<file path="src/rtl/id_pkg.sv">
// Shared encodings for the decode stage: exe commands, instruction modes, ARM condition codes
// and the control bundle layout.
package id_pkg;

  typedef enum logic [3:0] {
    ExeNop = 4'b0000,
    ExeMov = 4'b0001,
    ExeAdd = 4'b0010,
    ExeAdc = 4'b0011,
    ExeSub = 4'b0100,
    ExeSbc = 4'b0101,
    ExeAnd = 4'b0110,
    ExeOrr = 4'b0111,
    ExeEor = 4'b1000,
    ExeMvn = 4'b1001
  } exe_cmd_e;

  typedef enum logic [1:0] {
    ModeDp    = 2'b00,
    ModeMem   = 2'b01,
    ModeBr    = 2'b10,
    ModeUndef = 2'b11
  } mode_e;

  typedef enum logic [3:0] {
    CondEq = 4'b0000,
    CondNe = 4'b0001,
    CondCs = 4'b0010,
    CondCc = 4'b0011,
    CondMi = 4'b0100,
    CondPl = 4'b0101,
    CondVs = 4'b0110,
    CondVc = 4'b0111,
    CondHi = 4'b1000,
    CondLs = 4'b1001,
    CondGe = 4'b1010,
    CondLt = 4'b1011,
    CondGt = 4'b1100,
    CondLe = 4'b1101,
    CondAl = 4'b1110,
    CondNv = 4'b1111
  } cond_e;

  // ARM data-processing opcodes (instr[24:21])
  localparam logic [3:0] OpAnd = 4'b0000;
  localparam logic [3:0] OpEor = 4'b0001;
  localparam logic [3:0] OpSub = 4'b0010;
  localparam logic [3:0] OpAdd = 4'b0100;
  localparam logic [3:0] OpAdc = 4'b0101;
  localparam logic [3:0] OpSbc = 4'b0110;
  localparam logic [3:0] OpTst = 4'b1000;
  localparam logic [3:0] OpCmp = 4'b1010;
  localparam logic [3:0] OpOrr = 4'b1100;
  localparam logic [3:0] OpMov = 4'b1101;
  localparam logic [3:0] OpMvn = 4'b1111;

  typedef struct packed {
    logic     wb_en;
    logic     mem_r_en;
    logic     mem_w_en;
    logic     b;
    logic     s;
    exe_cmd_e exe_cmd;
  } ctrl_t;

  // sr is {N, Z, C, V}; 1111 is treated as unconditional
  function automatic logic cond_pass(input cond_e cond, input logic [3:0] sr);
    logic n, z, c, v;
    {n, z, c, v} = sr;
    case (cond)
      CondEq:  return z;
      CondNe:  return ~z;
      CondCs:  return c;
      CondCc:  return ~c;
      CondMi:  return n;
      CondPl:  return ~n;
      CondVs:  return v;
      CondVc:  return ~v;
      CondHi:  return c & ~z;
      CondLs:  return ~c | z;
      CondGe:  return n == v;
      CondLt:  return n != v;
      CondGt:  return ~z & (n == v);
      CondLe:  return z | (n != v);
      default: return 1'b1;
    endcase
  endfunction

endpackage

</file>
<file path="src/rtl/id_regfile.sv">
// NREG x DW register file, two combinational read ports, one synchronous write port.
// WB_BYPASS_EN: a same-cycle write is forwarded to the read ports.
module id_regfile #(
  parameter int unsigned DW   = 32,
  parameter int unsigned NREG = 16,
  localparam int unsigned RAW = $clog2(NREG)
) (
  input  logic           clk,
  input  logic           rst,
  input  logic           we_i,
  input  logic [RAW-1:0] waddr_i,
  input  logic [DW-1:0]  wdata_i,
  input  logic [RAW-1:0] raddr1_i,
  input  logic [RAW-1:0] raddr2_i,
  output logic [DW-1:0]  rdata1_o,
  output logic [DW-1:0]  rdata2_o
);

  logic [DW-1:0] mem_q [NREG];

  always_ff @(posedge clk) begin
    if (rst) begin
      for (int i = 0; i < int'(NREG); i++) begin
        mem_q[i] <= '0;
      end
    end else if (we_i) begin
      mem_q[waddr_i] <= wdata_i;
    end
  end

`ifdef WB_BYPASS_EN
  assign rdata1_o = (we_i && (waddr_i == raddr1_i)) ? wdata_i : mem_q[raddr1_i];
  assign rdata2_o = (we_i && (waddr_i == raddr2_i)) ? wdata_i : mem_q[raddr2_i];
`else
  assign rdata1_o = mem_q[raddr1_i];
  assign rdata2_o = mem_q[raddr2_i];
`endif

endmodule

</file>
<file path="src/rtl/id_stage_pipelined.sv">
// Instruction decode stage with register file, condition check and ID/EXE valid/ready register.
// Optional macro WB_BYPASS_EN enables write-through on the register-file read ports.
module id_stage_pipelined
  import id_pkg::*;
#(
  parameter int unsigned DW   = 32,
  parameter int unsigned NREG = 16,
  localparam int unsigned RAW = $clog2(NREG)
) (
  input  logic           clk,
  input  logic           rst,
  input  logic           in_valid,
  output logic           in_ready,
  input  logic [31:0]    instr,
  input  logic [DW-1:0]  pc_in,
  input  logic           wb_we,
  input  logic [RAW-1:0] wb_dest,
  input  logic [DW-1:0]  wb_data,
  input  logic           hazard,
  input  logic           flush,
  input  logic [3:0]     sr,
  output logic [RAW-1:0] src1,
  output logic [RAW-1:0] src2,
  output logic           two_src,
  output logic           out_valid,
  input  logic           out_ready,
  output logic [8:0]     ctrl_o,
  output logic [DW-1:0]  val_rn_o,
  output logic [DW-1:0]  val_rm_o,
  output logic           imm_o,
  output logic [11:0]    shift_op_o,
  output logic [23:0]    simm24_o,
  output logic [RAW-1:0] dest_o,
  output logic [DW-1:0]  pc_o
);

  mode_e          mode;
  logic [3:0]     opcode;
  logic           imm_bit;
  logic           store;
  logic [RAW-1:0] rn, rd, rm;
  logic [DW-1:0]  rdata1, rdata2;
  ctrl_t          dec;
  ctrl_t          issue_ctrl;
  logic           dp_def;
  logic           load;
  logic           accept;

  logic           valid_q, valid_d;
  ctrl_t          ctrl_q, ctrl_d;
  logic [DW-1:0]  val_rn_q, val_rn_d;
  logic [DW-1:0]  val_rm_q, val_rm_d;
  logic           imm_q, imm_d;
  logic [11:0]    shift_op_q, shift_op_d;
  logic [23:0]    simm24_q, simm24_d;
  logic [RAW-1:0] dest_q, dest_d;
  logic [DW-1:0]  pc_q, pc_d;
  logic [RAW-1:0] src1_q, src1_d;
  logic [RAW-1:0] src2_q, src2_d;

  assign mode    = mode_e'(instr[27:26]);
  assign opcode  = instr[24:21];
  assign imm_bit = instr[25];
  assign store   = (mode == ModeMem) && !instr[20];
  assign rn      = RAW'(instr[19:16]);
  assign rd      = RAW'(instr[15:12]);
  assign rm      = RAW'(instr[3:0]);

  assign src1    = rn;
  assign src2    = store ? rd : rm;
  assign two_src = ~imm_bit | store;

  id_regfile #(
    .DW  (DW),
    .NREG(NREG)
  ) u_regfile (
    .clk     (clk),
    .rst     (rst),
    .we_i    (wb_we),
    .waddr_i (wb_dest),
    .wdata_i (wb_data),
    .raddr1_i(src1),
    .raddr2_i(src2),
    .rdata1_o(rdata1),
    .rdata2_o(rdata2)
  );

  always_comb begin
    dec    = '0;
    dp_def = 1'b1;
    case (mode)
      ModeDp: begin
        dec.wb_en = 1'b1;
        case (opcode)
          OpMov: dec.exe_cmd = ExeMov;
          OpMvn: dec.exe_cmd = ExeMvn;
          OpAdd: dec.exe_cmd = ExeAdd;
          OpAdc: dec.exe_cmd = ExeAdc;
          OpSub: dec.exe_cmd = ExeSub;
          OpSbc: dec.exe_cmd = ExeSbc;
          OpAnd: dec.exe_cmd = ExeAnd;
          OpOrr: dec.exe_cmd = ExeOrr;
          OpEor: dec.exe_cmd = ExeEor;
          OpCmp: begin
            dec.exe_cmd = ExeSub;
            dec.wb_en   = 1'b0;
          end
          OpTst: begin
            dec.exe_cmd = ExeAnd;
            dec.wb_en   = 1'b0;
          end
          default: dp_def = 1'b0;
        endcase
        dec.s = instr[20];
        if (!dp_def) begin
          dec = '0;
        end
      end
      ModeMem: begin
        dec.exe_cmd  = ExeAdd;
        dec.mem_r_en = instr[20];
        dec.wb_en    = instr[20];
        dec.mem_w_en = ~instr[20];
      end
      ModeBr:  dec.b = 1'b1;
      default: dec = '0;
    endcase
  end

  assign issue_ctrl = cond_pass(cond_e'(instr[31:28]), sr) ? dec : '0;

  assign load     = ~valid_q | out_ready;
  assign in_ready = flush | (load & ~hazard);
  assign accept   = load & in_valid & ~hazard & ~flush;

  always_comb begin
    valid_d    = valid_q;
    ctrl_d     = ctrl_q;
    val_rn_d   = val_rn_q;
    val_rm_d   = val_rm_q;
    imm_d      = imm_q;
    shift_op_d = shift_op_q;
    simm24_d   = simm24_q;
    dest_d     = dest_q;
    pc_d       = pc_q;
    src1_d     = src1_q;
    src2_d     = src2_q;
    if (flush || (load && !accept)) begin
      valid_d = 1'b0;
      ctrl_d  = '0;
    end else if (accept) begin
      valid_d    = 1'b1;
      ctrl_d     = issue_ctrl;
      val_rn_d   = rdata1;
      val_rm_d   = rdata2;
      imm_d      = imm_bit;
      shift_op_d = instr[11:0];
      simm24_d   = instr[23:0];
      dest_d     = rd;
      pc_d       = pc_in;
      src1_d     = src1;
      src2_d     = src2;
    end else begin
      // Holding: keep operands coherent with write-backs that land while EXE is stalled
      if (wb_we && (wb_dest == src1_q)) val_rn_d = wb_data;
      if (wb_we && (wb_dest == src2_q)) val_rm_d = wb_data;
    end
  end

  always_ff @(posedge clk) begin
    if (rst) begin
      valid_q    <= 1'b0;
      ctrl_q     <= '0;
      val_rn_q   <= '0;
      val_rm_q   <= '0;
      imm_q      <= 1'b0;
      shift_op_q <= '0;
      simm24_q   <= '0;
      dest_q     <= '0;
      pc_q       <= '0;
      src1_q     <= '0;
      src2_q     <= '0;
    end else begin
      valid_q    <= valid_d;
      ctrl_q     <= ctrl_d;
      val_rn_q   <= val_rn_d;
      val_rm_q   <= val_rm_d;
      imm_q      <= imm_d;
      shift_op_q <= shift_op_d;
      simm24_q   <= simm24_d;
      dest_q     <= dest_d;
      pc_q       <= pc_d;
      src1_q     <= src1_d;
      src2_q     <= src2_d;
    end
  end

  assign out_valid  = valid_q;
  assign ctrl_o     = ctrl_q;
  assign val_rn_o   = val_rn_q;
  assign val_rm_o   = val_rm_q;
  assign imm_o      = imm_q;
  assign shift_op_o = shift_op_q;
  assign simm24_o   = simm24_q;
  assign dest_o     = dest_q;
  assign pc_o       = pc_q;

endmodule

</file>
<file path="config.mk">
export PLATFORM = sky130hd
export DESIGN_NAME = id_stage_pipelined
export DESIGN_NICKNAME = d
export VERILOG_FILES = /design/src/rtl/id_pkg.sv /design/src/rtl/id_regfile.sv /design/src/rtl/id_stage_pipelined.sv
export SDC_FILE = /design/constraint.sdc
export NUM_CORES = 1
export LEC_CHECK = 0
export BUFFER_PORTS_ARGS = -buffer_cell sky130_fd_sc_hd__buf_2
export CAP_MARGIN = 0
export CORE_UTILIZATION = 41
export CTS_BUF_LIST = sky130_fd_sc_hd__clkbuf_4 sky130_fd_sc_hd__clkbuf_8
export DETAILED_ROUTE_END_ITERATION = 8
export MAX_ROUTING_LAYER = met4
export PLACE_DENSITY_LB_ADDON = 0.05
export RECOVER_POWER = 100
export SLEW_MARGIN = 15
export SYNTH_ARGS = -nofsm -noshare
export SYNTH_HDL_FRONTEND = slang
export SYNTH_SLANG_ARGS = --single-unit
</file>
<file path="constraint.sdc">
create_clock -name clk -period 2.5 [get_ports clk]
set_input_delay 0.125 -clock clk [delete_from_list [all_inputs] [get_ports clk]]
set_output_delay 0.125 -clock clk [all_outputs]
set_load 0.01 [all_outputs]
</file>
# After elaboration in Yosys (flattened, before gate mapping)
# Memory sizes are Yosys's and may differ from the RTL's.
# Index checks and enable logic that the tools add are counted.
dict set report totals {
  mem_count 1
  reg_bits 155
  in_bits 111
  ramBits 512
  word_cells 112
}
dict set report op_classes {
  mux 24
  reduce_logical 21
  bitwise 21
  eq_ne 29
}
# memory depth word_bits read_ports rd_clocked_by_memory_dff wr line_no
set memory_table {}
lappend memory_table {u_regfile.mem_q 16 32 2 0 16 id_regfile.sv:19} ;# logic [DW-1:0] mem_q [NREG];
# op n
set op_table {}
lappend op_table {{two-way mux 32 bit} 5}
lappend op_table {{== test 4 bit (second input constant)} 11}
lappend op_table {{one-hot mux 4 bit (9 select lines)} 1}
lappend op_table {{OR reduction 32 bit} 1}
lappend op_table {{== test 4 x 3 -> 1 bit (second input constant)} 7}
lappend op_table {{two-way mux 9 bit} 2}
lappend op_table {{one-hot mux 1 bit (14 select lines)} 1}
lappend op_table {{== test 4 x 2 -> 1 bit (second input constant)} 3}
lappend op_table {{OR reduction 11 bit} 1}
lappend op_table {{two-way mux 1 bit} 10}
lappend op_table {{inverter 1 bit} 10}
lappend op_table {{== test 4 x 1 -> 1 bit (second input constant)} 2}
lappend op_table {{== test 4 bit} 2}
lappend op_table {{zero test 4 bit} 2}
lappend op_table {{two-way mux 4 bit} 2}
lappend op_table {{one-hot mux 4 bit (2 select lines)} 1}
lappend op_table {{OR reduction 2 bit} 4}
lappend op_table {{AND 1 bit} 6}
lappend op_table {{one-hot mux 3 bit (2 select lines)} 1}
lappend op_table {{AND reduction 2 bit} 3}
lappend op_table {{bitwise OR 1 bit} 5}
lappend op_table {{logical AND 1 bit} 4}
lappend op_table {{nonzero test 2 bit} 2}
lappend op_table {{== test 2 x 1 -> 1 bit (second input constant)} 1}
lappend op_table {{7 further kinds} 8}

# Depth between registers and ports, before layout
dict set report logic_depth {
  depth_word 10
  depth_mapped 11
  depth_no_buf 7
}

# Cells and area by module
# A second synthesis with hierarchy kept.
dict set report hier_totals {
  cells_unflattened 2355
  hier_area_um2 32100.8
}
# mod area_each_um2 instances cells_per_inst
set by_module_without_submodules {}
lappend by_module_without_submodules {id_regfile 26550.5 1 1687}
lappend by_module_without_submodules {id_stage_pipelined 5550.3 1 668}

# Worst setup path after synthesis
# No wires, ideal clock.
dict set report synth_timing {
  path_type {input -> register}
  start {input instr[20]}
  end {register val_rm_q[21], in the netlist val_rm_o[21]}
  required_time_ns 2.374
  n_path_buf 4
  path_stages 10
  slack_ns 0.326
  t_arrival_ns 2.048
  path_cell_list {or3b_1 -> buf_2 -> mux2i_4 -> inv_2 -> buf_2 -> clkbuf_1 -> clkbuf_1 -> nand3_1 -> nand3_1 -> nand3_1}
}
dict set report synth_via {
  elab_chain_cells 5
}
# element line_no
set synth_lines {}
lappend synth_lines {{start, declared} id_stage_pipelined.sv:14} ;# input logic [31:0] instr,
lappend synth_lines {{zero test 1 bit} id_stage_pipelined.sv:64} ;# assign store = (mode == ModeMem) && !instr[20];
lappend synth_lines {{logical AND 1 bit} id_stage_pipelined.sv:64}
lappend synth_lines {{two-way mux 4 bit} id_stage_pipelined.sv:70} ;# assign src2 = store ? rd : rm;
lappend synth_lines {{via src2[0]} id_stage_pipelined.sv:23} ;# output logic [RAW-1:0] src2,
lappend synth_lines {{memory (16 x 32 bit)} -}
lappend synth_lines {{two-way mux 32 bit} id_stage_pipelined.sv:151} ;# end else if (accept) begin
lappend synth_lines {{end signal, assigned} id_stage_pipelined.sv:187} ;# val_rm_q <= val_rm_d;
lappend synth_lines {{end, declared} id_stage_pipelined.sv:52} ;# logic [DW-1:0] val_rm_q, val_rm_d;
# The timed path passes the listed nets, and every way through them passes these cells.
# A chain may end at the register's enable or synchronous reset.

# Worst setup path after layout
dict set report layout_timing {
  start {register valid_q, in the netlist out_valid}
  end {register pc_q[16], in the netlist pc_o[16]}
}
dict set report layout_via {
  elab_chain_cells 10
}
# element line_no
set layout_lines {}
lappend layout_lines {{start, declared} id_stage_pipelined.sv:49} ;# logic valid_q, valid_d;
lappend layout_lines {{start signal, assigned} id_stage_pipelined.sv:184} ;# valid_q <= valid_d;
lappend layout_lines {{inverter 1 bit (*)} id_stage_pipelined.sv:132} ;# assign load = ~valid_q | out_ready;
lappend layout_lines {{bitwise OR 1 bit (*)} id_stage_pipelined.sv:132}
lappend layout_lines {{AND 1 bit (3 in a row)} id_stage_pipelined.sv:134} ;# assign accept = load & in_valid & ~hazard & ~flush;
lappend layout_lines {{zero test 1 bit} id_stage_pipelined.sv:148} ;# if (flush || (load && !accept)) begin
lappend layout_lines {{logical AND 1 bit} id_stage_pipelined.sv:148}
lappend layout_lines {{logical OR 1 bit} id_stage_pipelined.sv:148}
lappend layout_lines {{inverter 1 bit (no source line)} -}
lappend layout_lines {{AND reduction 2 bit (no source line) (*)} -}
lappend layout_lines {{end signal, assigned} id_stage_pipelined.sv:192} ;# pc_q <= pc_d;
lappend layout_lines {{end, declared} id_stage_pipelined.sv:57} ;# logic [DW-1:0] pc_q, pc_d;
# Every way passes the cells marked *; elsewhere a longest branch is shown, timed or not.

==> summary.txt <==
Run status
  • Status: finished, final reports clean

Clocking
  • Clock Path Buffers: 3
  • Root buffer cell: clkbuf_8
  • TritonCTS Sinks: 647
  • Reg clk slew, reported paths: 60 ps
  • Total CTS buffers: 112
  • Worst skew pair latency: 710 ps
  • Number of setup buffers added after CTS: 0
  • H-tree depth: 3
  • CTS tree: built

Global route
  • Number of global-route vias before repair: 24613
  • Global-route wire length before repair: 175 mm
  • Largest net degree at the start of global routing: 59
  • Grt total ovfl: 0
  • Initial antenna violation count: 5
  • Gr usage total: 0.307

STA
  • Final Skew: 16.5 ps
  • Minimum clock period: 2430 ps
  • Final Hold Viols: 0
  • Slew margin rel.: 0.101
  • Slew at the pin closest to its max-slew limit: 1350 ps
  • Fmax: 411 MHz
  • Final setup margin: 69.3 ps
  • Final setup fails: 0
  • Tcrit/Tclk final: 0.972
  • Final Max Slew Viols: 0
  • Setup TNS: 0 ps

Logic synthesis
  • Main flop type after synthesis: edfxtp_1
  • Sequential cell area fraction in the yosys report: 0.555
  • Synth Register Bits: 647
  • Post-synth top area cell: edfxtp_1
  • Mapped Area: 32600 sq um
  • Mapped Cells: 2724
  • Post-synth EDFFs: 512
  • Asr flop ratio synth: 0
  • Yosys warns: 0
  • Syn_area_per_cell: 12.0 sq um
  • Yosys cell types: 45
  • Top cell type's share of synthesized area: 0.472
  • Net count after synthesis: 2835
  • Top cells by area, synth: edfxtp_1, mux4_2, and2_1
  • Top post-synthesis cells by count: and2_1, edfxtp_1, nand2_1

Placement
  • DP Wirelength: 75.7 mm
  • RD Place Congestion: 0.923
  • Placed cell count: 3918
  • DP Worst Slack: -93.3 ps
  • IO buf count: 267

Layout
  • Share of layout cells above drive strength 1: 0.239
  • Synth-to-layout area growth: 21.7%
  • FILL cells: 6833
  • Nets: 3224
  • Final Non-Filler Cells: 4255

Drt
  • Total wire length: 121 mm
  • Wire per inst: 28.5 um
  • Vias: 24737
  • Iteration-0 DRC Markers: 2212
  • Post-route ant nets: 0
  • Met2 wire length: 58.7 mm
  • Vias per inst: 5.81
  • WL met3: 9.04 mm
  • Detailed-route DRC error count: 0
  • DR top layer: met4
  • TritonRoute pass-1 iters: 5
  • Wire length on met1: 49.7 mm

Power
  • Leakage: 14.8 nW
  • Peak VDD IR: 0.000371 V
  • Pwr Density: 663 nW/um^2

Worst setup path
  • Startpoint class of the critical path: flip-flop
  • R2R Setup Slk: 70 ps
  • R2R Path Start: out_valid
  • R2r worst-path depth: 7
  • Critical R2R Capture: pc_o[16]
  • Worst setup path end: pc_o[16]
  • Crit Path Max Fanout: 16
  • CP startpoint: out_valid
  • WP data required: 3150 ps
  • Critical Path End Type: flip-flop
  • WP data arrival: 3080 ps
  • Slowest CP cell: dlygate4sd3_1
  • CP cell instances: nor2b_2 > or3_4 > buf_12 > buf_4 > nand2_1 > a21oi_1 > dlygate4sd3_1
  • Worst path max stage delay: 590 ps
  • Critical path class: reg -> reg

Die
  • IO Pins: 268
  • Die Ht: 284 um
  • Die X: 284 um
  • Initial Util: 0.418
  • Rows: 102
  • Core area: 78000 sq um
  • DIE AREA: 80600 sq um

Worst hold path
  • Hold_sp: instr[28]
  • Min-Delay Path Class: in -> reg
  • Hold depth: 5

Run
  • Max-cap check violation count: 0
## placed cells by master (no fill, tap or decap), drive strengths merged, types with 2 or more instances in the layout
cell	Yosys	layout
a32o	2	2
a22oi	61	61
or2	16	16
xor2	9	9
nor4	3	3
nand2b	7	7
nand2	391	391
nor3	7	7
dlygate4sd3	0	121
a221oi	30	30
a21oi	222	222
buf	67	299
and2	512	512
nand3b	3	3
mux2i	48	48
a211oi	48	48
mux2	38	38
edfxtp	512	512
a22o	2	2
clkbuf	202	288
nor2	53	53
mux4	182	182
o21ai	6	6
or3	3	3
clkinvlp	0	5
nand3	129	129
bufinv	0	7
clkinv	0	35
diode	0	4
inv	4	5
dfxtp	135	135
a32oi	5	5
xnor2	2	2
o21a	2	2
nor2b	13	13
## metal layers
metal,vias to the layer above,track usage
met5,-,-
met4,0,0.100
li1,10734,-
met1,12587,0.392
met3,223,0.0473
met2,1193,0.500
## power by group
part           leakage, nW  switching, mW  internal, mW
sequential            5.98          0.355          12.2
clock                 1.29           4.60          5.90
combinational         7.48           1.87          1.37
## flip-flops by register name, indices dropped and copies added, names as in the netlist
| signal | cells |
|---|---|
| u_regfile.mem_q | 512 |
| pc_o | 32 |
| val_rm_o | 32 |
| val_rn_o | 32 |
| simm24_o | 13 |
| shift_op_o | 11 |
| ctrl_o | 9 |
| src2_q | 4 |
| imm_o | 1 |
| out_valid | 1 |
## per-stage QoR
stage | hold WS (ps) | utilization | instance area (sq um) | total power, mW
2_1_floorplan | 203 | - | 32600 | 14.4
3_3_place_gp | 365 | 0.463 | 36100 | 15.8
3_5_place_dp | 375 | 0.463 | 36100 | 15.8
4_1_cts | 48.2 | 0.510 | 39800 | 26.5
5_1_grt | 108 | 0.508 | 39600 | 27.1
6_report | 106 | 0.508 | 39600 | 26.3
## worst min-delay path by stage
| stage | end | slack [ps] |
|---|---|---|
| detailed placement | pc_o[10] | 380 |
| global route | ctrl_o[8] | 110 |
| global placement | shift_op_o[7] | 370 |
| floorplan | out_valid | 200 |
| CTS | ctrl_o[1] | 50 |
| finish | ctrl_o[1] | 110 |
## worst max-delay path, delay by kind of cell (launching register included)
| family | cells | cell delay [ps] |
|---|---|---|
| simple gates | 3 | 760 |
| compound gates | 1 | 180 |
| flops | 1 | 370 |
| buf+inv | 3 | 1040 |
## logic make-up after synthesis
| kind of cell | synth area share |
|---|---|
| DFF | 0.555 |
| and+or+nand+nor | 0.180 |
| buffers and inverters | 0.0352 |
| xor gates and xnor gates | 0.00296 |
| muxes | 0.154 |
| AOI/OAI and AO/OA | 0.0727 |
## final cells by class
cell class | instances | area [sq um] | share of cell area
Clock inverter | 48 | 415 | 0.0105
Tap cell | 1040 | 1300 | 0.0328
Multi-Input combinational cell | 1804 | 13500 | 0.342
Antenna cell | 4 | 10.0 | 0.000253
Inverter | 4 | 25.0 | 0.000631
Sequential cell | 647 | 18100 | 0.456
Timing Repair Buffer | 544 | 4240 | 0.107
Clock buffer | 164 | 2010 | 0.0508
## repair_timing
item	in CTS	in global routing
hold buffers	121	0
endpoints found under the hold margin	620	0
endpoints found under the setup margin	32	9
resized for setup	1	3
Note: power is estimated with default switching activity, not from simulation.
